<file path="src/rtl/mario_dma_ctrl.sv">
// Sprite DMA sequencer: copies LEN bytes from main RAM 7A port B into sprite RAM.
// Optional feature macro MARIO_DMA_VBL_SYNC_EN holds transfer starts until vblank.
module mario_dma_ctrl #(
    parameter int unsigned     AW       = 10,
    parameter int unsigned     LEN      = 384,
    parameter logic [AW-1:0]   SRC_BASE = 10'h100,
    parameter logic [AW-1:0]   DST_BASE = 10'h000
) (
    input  logic          I_CLK,
    input  logic          I_RESET,
    input  logic          I_DMA_TRIG,
    input  logic          I_VBLK_n,
    input  logic          I_SRC_GNT,
    input  logic [7:0]    I_DMA_DS,
    output logic [AW-1:0] O_DMA_AS,
    output logic          O_DMA_CES,
    output logic [AW-1:0] O_DMA_AD,
    output logic [7:0]    O_DMA_DD,
    output logic          O_DMA_CED,
    output logic          O_BUSY,
    output logic          O_DONE
);

    typedef enum logic [1:0] {
        ST_IDLE  = 2'd0,
        ST_RUN   = 2'd1,
        ST_DRAIN = 2'd2,
        ST_DONE  = 2'd3
    } state_t;

    localparam logic [AW:0] LAST_IDX = (AW+1)'(LEN - 1);

    state_t        state_r;
    state_t        state_nx_s;
    logic [AW-1:0] idx_r;
    logic [AW-1:0] idx_nx_s;
    logic          pending_r;
    logic          pending_nx_s;
    logic          trig_q_r;
    logic          edge_s;
    logic          req_s;
    logic          start_ok_s;
    logic          go_run_s;
    logic          ces_s;
    logic [AW-1:0] as_s;
    logic          rd_v_r;
    logic [AW-1:0] rd_idx_r;
    logic          ced_r;
    logic [AW-1:0] ad_r;
    logic [7:0]    dd_r;
    logic          busy_r;
    logic          done_r;

    assign edge_s = I_DMA_TRIG & ~trig_q_r;
    assign req_s  = edge_s | pending_r;

`ifdef MARIO_DMA_VBL_SYNC_EN
    assign start_ok_s = ~I_VBLK_n;
`else
    logic vblk_unused_s;
    assign vblk_unused_s = I_VBLK_n;
    assign start_ok_s    = 1'b1;
`endif

    // Next-state, read-side strobe/address and pending-request bookkeeping
    always_comb begin
        state_nx_s = state_r;
        idx_nx_s   = idx_r;
        go_run_s   = 1'b0;
        ces_s      = 1'b0;
        as_s       = {AW{1'b0}};
        case (state_r)
            ST_IDLE: begin
                if (req_s && start_ok_s) begin
                    go_run_s   = 1'b1;
                    state_nx_s = ST_RUN;
                    idx_nx_s   = {AW{1'b0}};
                end else begin
                    state_nx_s = ST_IDLE;
                end
            end
            ST_RUN: begin
                // The read strobe follows this cycle's grant so no read issues ungranted
                if (I_SRC_GNT) begin
                    ces_s = 1'b1;
                    as_s  = SRC_BASE + idx_r;
                    if ({1'b0, idx_r} == LAST_IDX) begin
                        state_nx_s = ST_DRAIN;
                        idx_nx_s   = {AW{1'b0}};
                    end else begin
                        idx_nx_s = idx_r + {{(AW-1){1'b0}}, 1'b1};
                    end
                end else begin
                    idx_nx_s = idx_r;
                end
            end
            ST_DRAIN: begin
                if (!rd_v_r) begin
                    state_nx_s = ST_DONE;
                end else begin
                    state_nx_s = ST_DRAIN;
                end
            end
            ST_DONE: begin
                if (req_s && start_ok_s) begin
                    go_run_s   = 1'b1;
                    state_nx_s = ST_RUN;
                    idx_nx_s   = {AW{1'b0}};
                end else begin
                    state_nx_s = ST_IDLE;
                end
            end
            default: begin
                state_nx_s = ST_IDLE;
                idx_nx_s   = {AW{1'b0}};
            end
        endcase
        if (go_run_s) begin
            pending_nx_s = 1'b0;
        end else begin
            pending_nx_s = pending_r | edge_s;
        end
    end

    // State, index, trigger history and the two-stage write pipeline
    always_ff @(posedge I_CLK) begin
        if (I_RESET) begin
            state_r   <= ST_IDLE;
            idx_r     <= {AW{1'b0}};
            pending_r <= 1'b0;
            trig_q_r  <= 1'b1;
            rd_v_r    <= 1'b0;
            rd_idx_r  <= {AW{1'b0}};
            ced_r     <= 1'b0;
            ad_r      <= {AW{1'b0}};
            dd_r      <= 8'h00;
            busy_r    <= 1'b0;
            done_r    <= 1'b0;
        end else begin
            state_r   <= state_nx_s;
            idx_r     <= idx_nx_s;
            pending_r <= pending_nx_s;
            trig_q_r  <= I_DMA_TRIG;
            rd_v_r    <= ces_s;
            rd_idx_r  <= idx_r;
            ced_r     <= rd_v_r;
            ad_r      <= rd_v_r ? (DST_BASE + rd_idx_r) : {AW{1'b0}};
            dd_r      <= rd_v_r ? I_DMA_DS : 8'h00;
            busy_r    <= (state_nx_s == ST_RUN) || (state_nx_s == ST_DRAIN);
            done_r    <= (state_nx_s == ST_DONE);
        end
    end

    assign O_DMA_CES = ces_s;
    assign O_DMA_AS  = as_s;
    assign O_DMA_CED = ced_r;
    assign O_DMA_AD  = ad_r;
    assign O_DMA_DD  = dd_r;
    assign O_BUSY    = busy_r;
    assign O_DONE    = done_r;

endmodule

</file>
<file path="config.mk">
export PLATFORM = sky130hd
export DESIGN_NAME = mario_dma_ctrl
export DESIGN_NICKNAME = d
export VERILOG_FILES = /design/src/rtl/mario_dma_ctrl.sv
export SDC_FILE = /design/constraint.sdc
export NUM_CORES = 1
export LEC_CHECK = 0
export CELL_PAD_IN_SITES_DETAIL_PLACEMENT = 1
export CELL_PAD_IN_SITES_GLOBAL_PLACEMENT = 1
export CORE_AREA = 5 5 74 82
export CTS_BUF_LIST = sky130_fd_sc_hd__clkbuf_4
export CTS_CLUSTER_SIZE = 16
export DETAILED_ROUTE_END_ITERATION = 7
export DIE_AREA = 0 0 79 87
export GPL_TIMING_DRIVEN = 1
export PLACE_DENSITY_LB_ADDON = 0.1
export SYNTH_ARGS = -nofsm -noshare
export SYNTH_HDL_FRONTEND = slang
export SYNTH_SLANG_ARGS = --single-unit
</file>
<file path="constraint.sdc">
create_clock -name I_CLK -period 2 [get_ports I_CLK]
set_clock_uncertainty 0.2 [all_clocks]
set_input_delay 0.3 -clock I_CLK [delete_from_list [all_inputs] [get_ports I_CLK]]
set_output_delay 0.3 -clock I_CLK [all_outputs]
set_load 0.03 [all_outputs]
</file>
==> results.toml <==
[run_status]
status = "complete, but fails checks"
violations = "setup timing"

[timing]
min_period_ns = 2.06
setup_ws_ns = -0.0571
slew_headroom_pct = 76.6
slew_viol_final = 0
worst_slew_pin_slew_ns = 0.348
hold_viol = 0
period_share_pct = 103
setup-tns-final_ns = -0.0874
finalSetupViolCount = 3
fmax_ghz = 0.486
rsz0062_at_grt = "yes"

[worst_setup_path]
reg2reg_from = "state_r[0]"
crit_path_top_delay_cell = "or4_4"
max_stage_delay_ns = 0.51
reg2reg_slack_ns = -0.06
path_cells = "buf_6 -> ha_4 -> nor2b_4 -> a311o_2 -> or4_4 -> a21oi_2"
r2r-end = "idx_r[7]"
arrival_ns = 2.15
end_kind = "flop"
r2r_cells = 6
cp.required_ns = 2.10
worstPathMaxFanout = 7
path_class = "reg2reg"
crit_family = "simple AND/OR/NAND/NOR gates"
crit_start = "state_r[0]"
path_buf_inv = 1
cp_num_cells = 6
critPathLaunchType = "flop"

[yosys]
yosysWarningCount = 0
async_reset_ff_share_pct = 0
synth_edf_count = 0
synth.yosys.seq_area_share_pct = 54.6
synth_fp_nets = 191
ys_types = 30
yosysTopAreaCell = "dfxtp_1"
synth.top_cell.area_share_pct = 54.6
avgSynthCellArea_um2 = 9.87
ys_seq_elements = 46
syn_area_um2 = 1690
synthCells = 171
synthFlopType = "dfxtp_1"
synth_area_leaders = "dfxtp_1, and2_1, ha_1, nor2b_1, and3_1"

[clocking]
cts_buffers = 5
cts_tree = "done"
hold_buffers = 0
cts_root_buf = "clkbuf_4"
cts.sinks = 46
cts_htree_levels = 2
cts_max_path_buffers = 2
clk-insertion-delay-late_ns = 0.35
clkSlewWorstSetupHoldPaths_ns = 0.14

[global_route]
grt_pass1_wl_um = 7560
grt_use_total_pct = 14.0
antenna_found_initial = 0
grt_pass1_vias = 1535
overflow = 0
grt_max_degree = 20

[min_path]
hold_depth = 1
hold_path.class = "reg2reg"
hp-start = "rd_idx_r[8]"
hold_end = "O_DMA_AD[8]"

[floorplan]
die_h_um = 87
coreArea_um2 = 5220
dieArea_um2 = 6870
start_util_pct = 32.3
dieWidth_um = 79
ioPinCount = 45
rows = 28

[drt]
wl_per_cell_um = 15.1
antenna_left = 0
vias_per_cell = 4.75
drtIter0Drc = 26
drc = 0
drt_first_pass_iters = 4
vias = 1463
wl_um = 4640

[power]
ir_drop_v = 0.000246
powerDensity_nw_per_um2 = 637
p_leak_nw = 1.06

[placed_design]
portBuffers = 43
dp.final_hpwl_um = 3350
gp_congestion = 0.747
placed_area_um2 = 2350
dp.cells = 295

[flow_run]
maxCapViolations = 0

[final_layout]
diodes = 0
design.final.nets = 267
layout-drive-gt1-share_pct = 34.7
stdcell_area_um2 = 2670
final_cells = 308
areaGrowthSynthToFinish_pct = 58.0
## cells by family after synthesis
| group | Yosys count | share of synthesized area (%) |
|---|---|---|
| AO/OA/AOI/OAI | 22 | 7.93 |
| XOR/XNOR | 1 | 0.519 |
| adder cells (fa/ha/maj) | 7 | 5.19 |
| buffers and inverters | 13 | 2.97 |
| flip-flops | 46 | 54.6 |
| multiplexers | 2 | 1.19 |
| AND/OR/NAND/NOR | 80 | 27.7 |
## layer usage
metal	GRT usage [%]	vias to the layer above	wire length, um
met1	17.3	694	2010
met2	23.8	35	2370
met3	3.62	4	222
li1	-	730	-
met4	4.69	0	35
met5	0	-	0
## cell type report
class                           count  area [um2]
Sequential cell                    46         930
Fill cell                         580        2550
Clock inverter                      3        21.3
Clock buffer                        5        37.5
Multi-Input combinational cell    112         887
Inverter                            7        28.8
Tap cell                           60        75.1
Timing Repair Buffer               75         688
## cell usage after synthesis, types with 2 or more instances
master,count
and3_1,8
nor2_1,9
nand2_1,7
nand3_1,3
a21oi_1,9
o21ai_0,5
dfxtp_1,46
nor3_1,4
or4_1,3
o31ai_1,4
inv_1,7
clkbuf_1,5
ha_1,7
or2_2,2
or3_1,5
nor2b_1,13
nand4_1,2
mux2i_1,2
nand2b_1,2
and2_1,18
## sequential cells by signal, summed over array words and instances, names as in the netlist
| register | cells |
|---|---|
| O_DMA_AD | 10 |
| idx_r | 10 |
| rd_idx_r | 10 |
| O_DMA_DD | 8 |
| state_r | 2 |
| O_BUSY | 1 |
| O_DMA_CED | 1 |
| O_DONE | 1 |
| pending_r | 1 |
| rd_v_r | 1 |
| trig_q_r | 1 |
## repair_timing
action,4_1_cts,5_1_grt
buffers inserted,4,1
gates resized for setup,17,37
hold endpoints to repair,0,0
pin swaps,10,11
setup endpoints to repair,19,18
## worst max path at each step
stage,to,slack (ns)
floorplan,O_BUSY,0.001
detailed placement,O_BUSY,-0.39
global placement,O_BUSY,-0.36
CTS,idx_r[7],-0.03
global route,idx_r[7],-0.09
finish,idx_r[7],-0.06
## power by group
part	internal, mW	total (mW)	switching, mW
Combinational	0.155	0.300	0.145
Sequential	0.941	0.958	0.0170
Clock	0.137	0.443	0.305
## metrics by stage
| stage | setup slack, ns | total power [mW] | utilization (%) | hold slack (ns) |
|---|---|---|---|---|
| after floorplan | 0.00127 | 1.09 | - | 0.206 |
| after global placement | -0.364 | 1.20 | 45.0 | 0.211 |
| after detailed placement | -0.387 | 1.21 | 45.0 | 0.214 |
| after CTS | -0.0300 | 1.70 | 47.9 | 0.244 |
| after global routing | -0.0889 | 1.81 | 51.1 | 0.248 |
| final | -0.0571 | 1.70 | 51.1 | 0.244 |
## placed cells by master, fill, tap and decap left out, types with 5 or more instances in the layout
cell,Yosys,final
a21oi_1,9,5
and2_1,18,18
and3_4,0,6
buf_4,0,31
buf_6,0,12
clkbuf_4,0,5
clkdlybuf4s50_1,0,32
dfxtp_1,46,41
inv_1,7,5
nand2_1,7,6
nor2_1,9,8
nor2b_1,13,13
No activity file was read; power rests on OpenSTA's default activity.
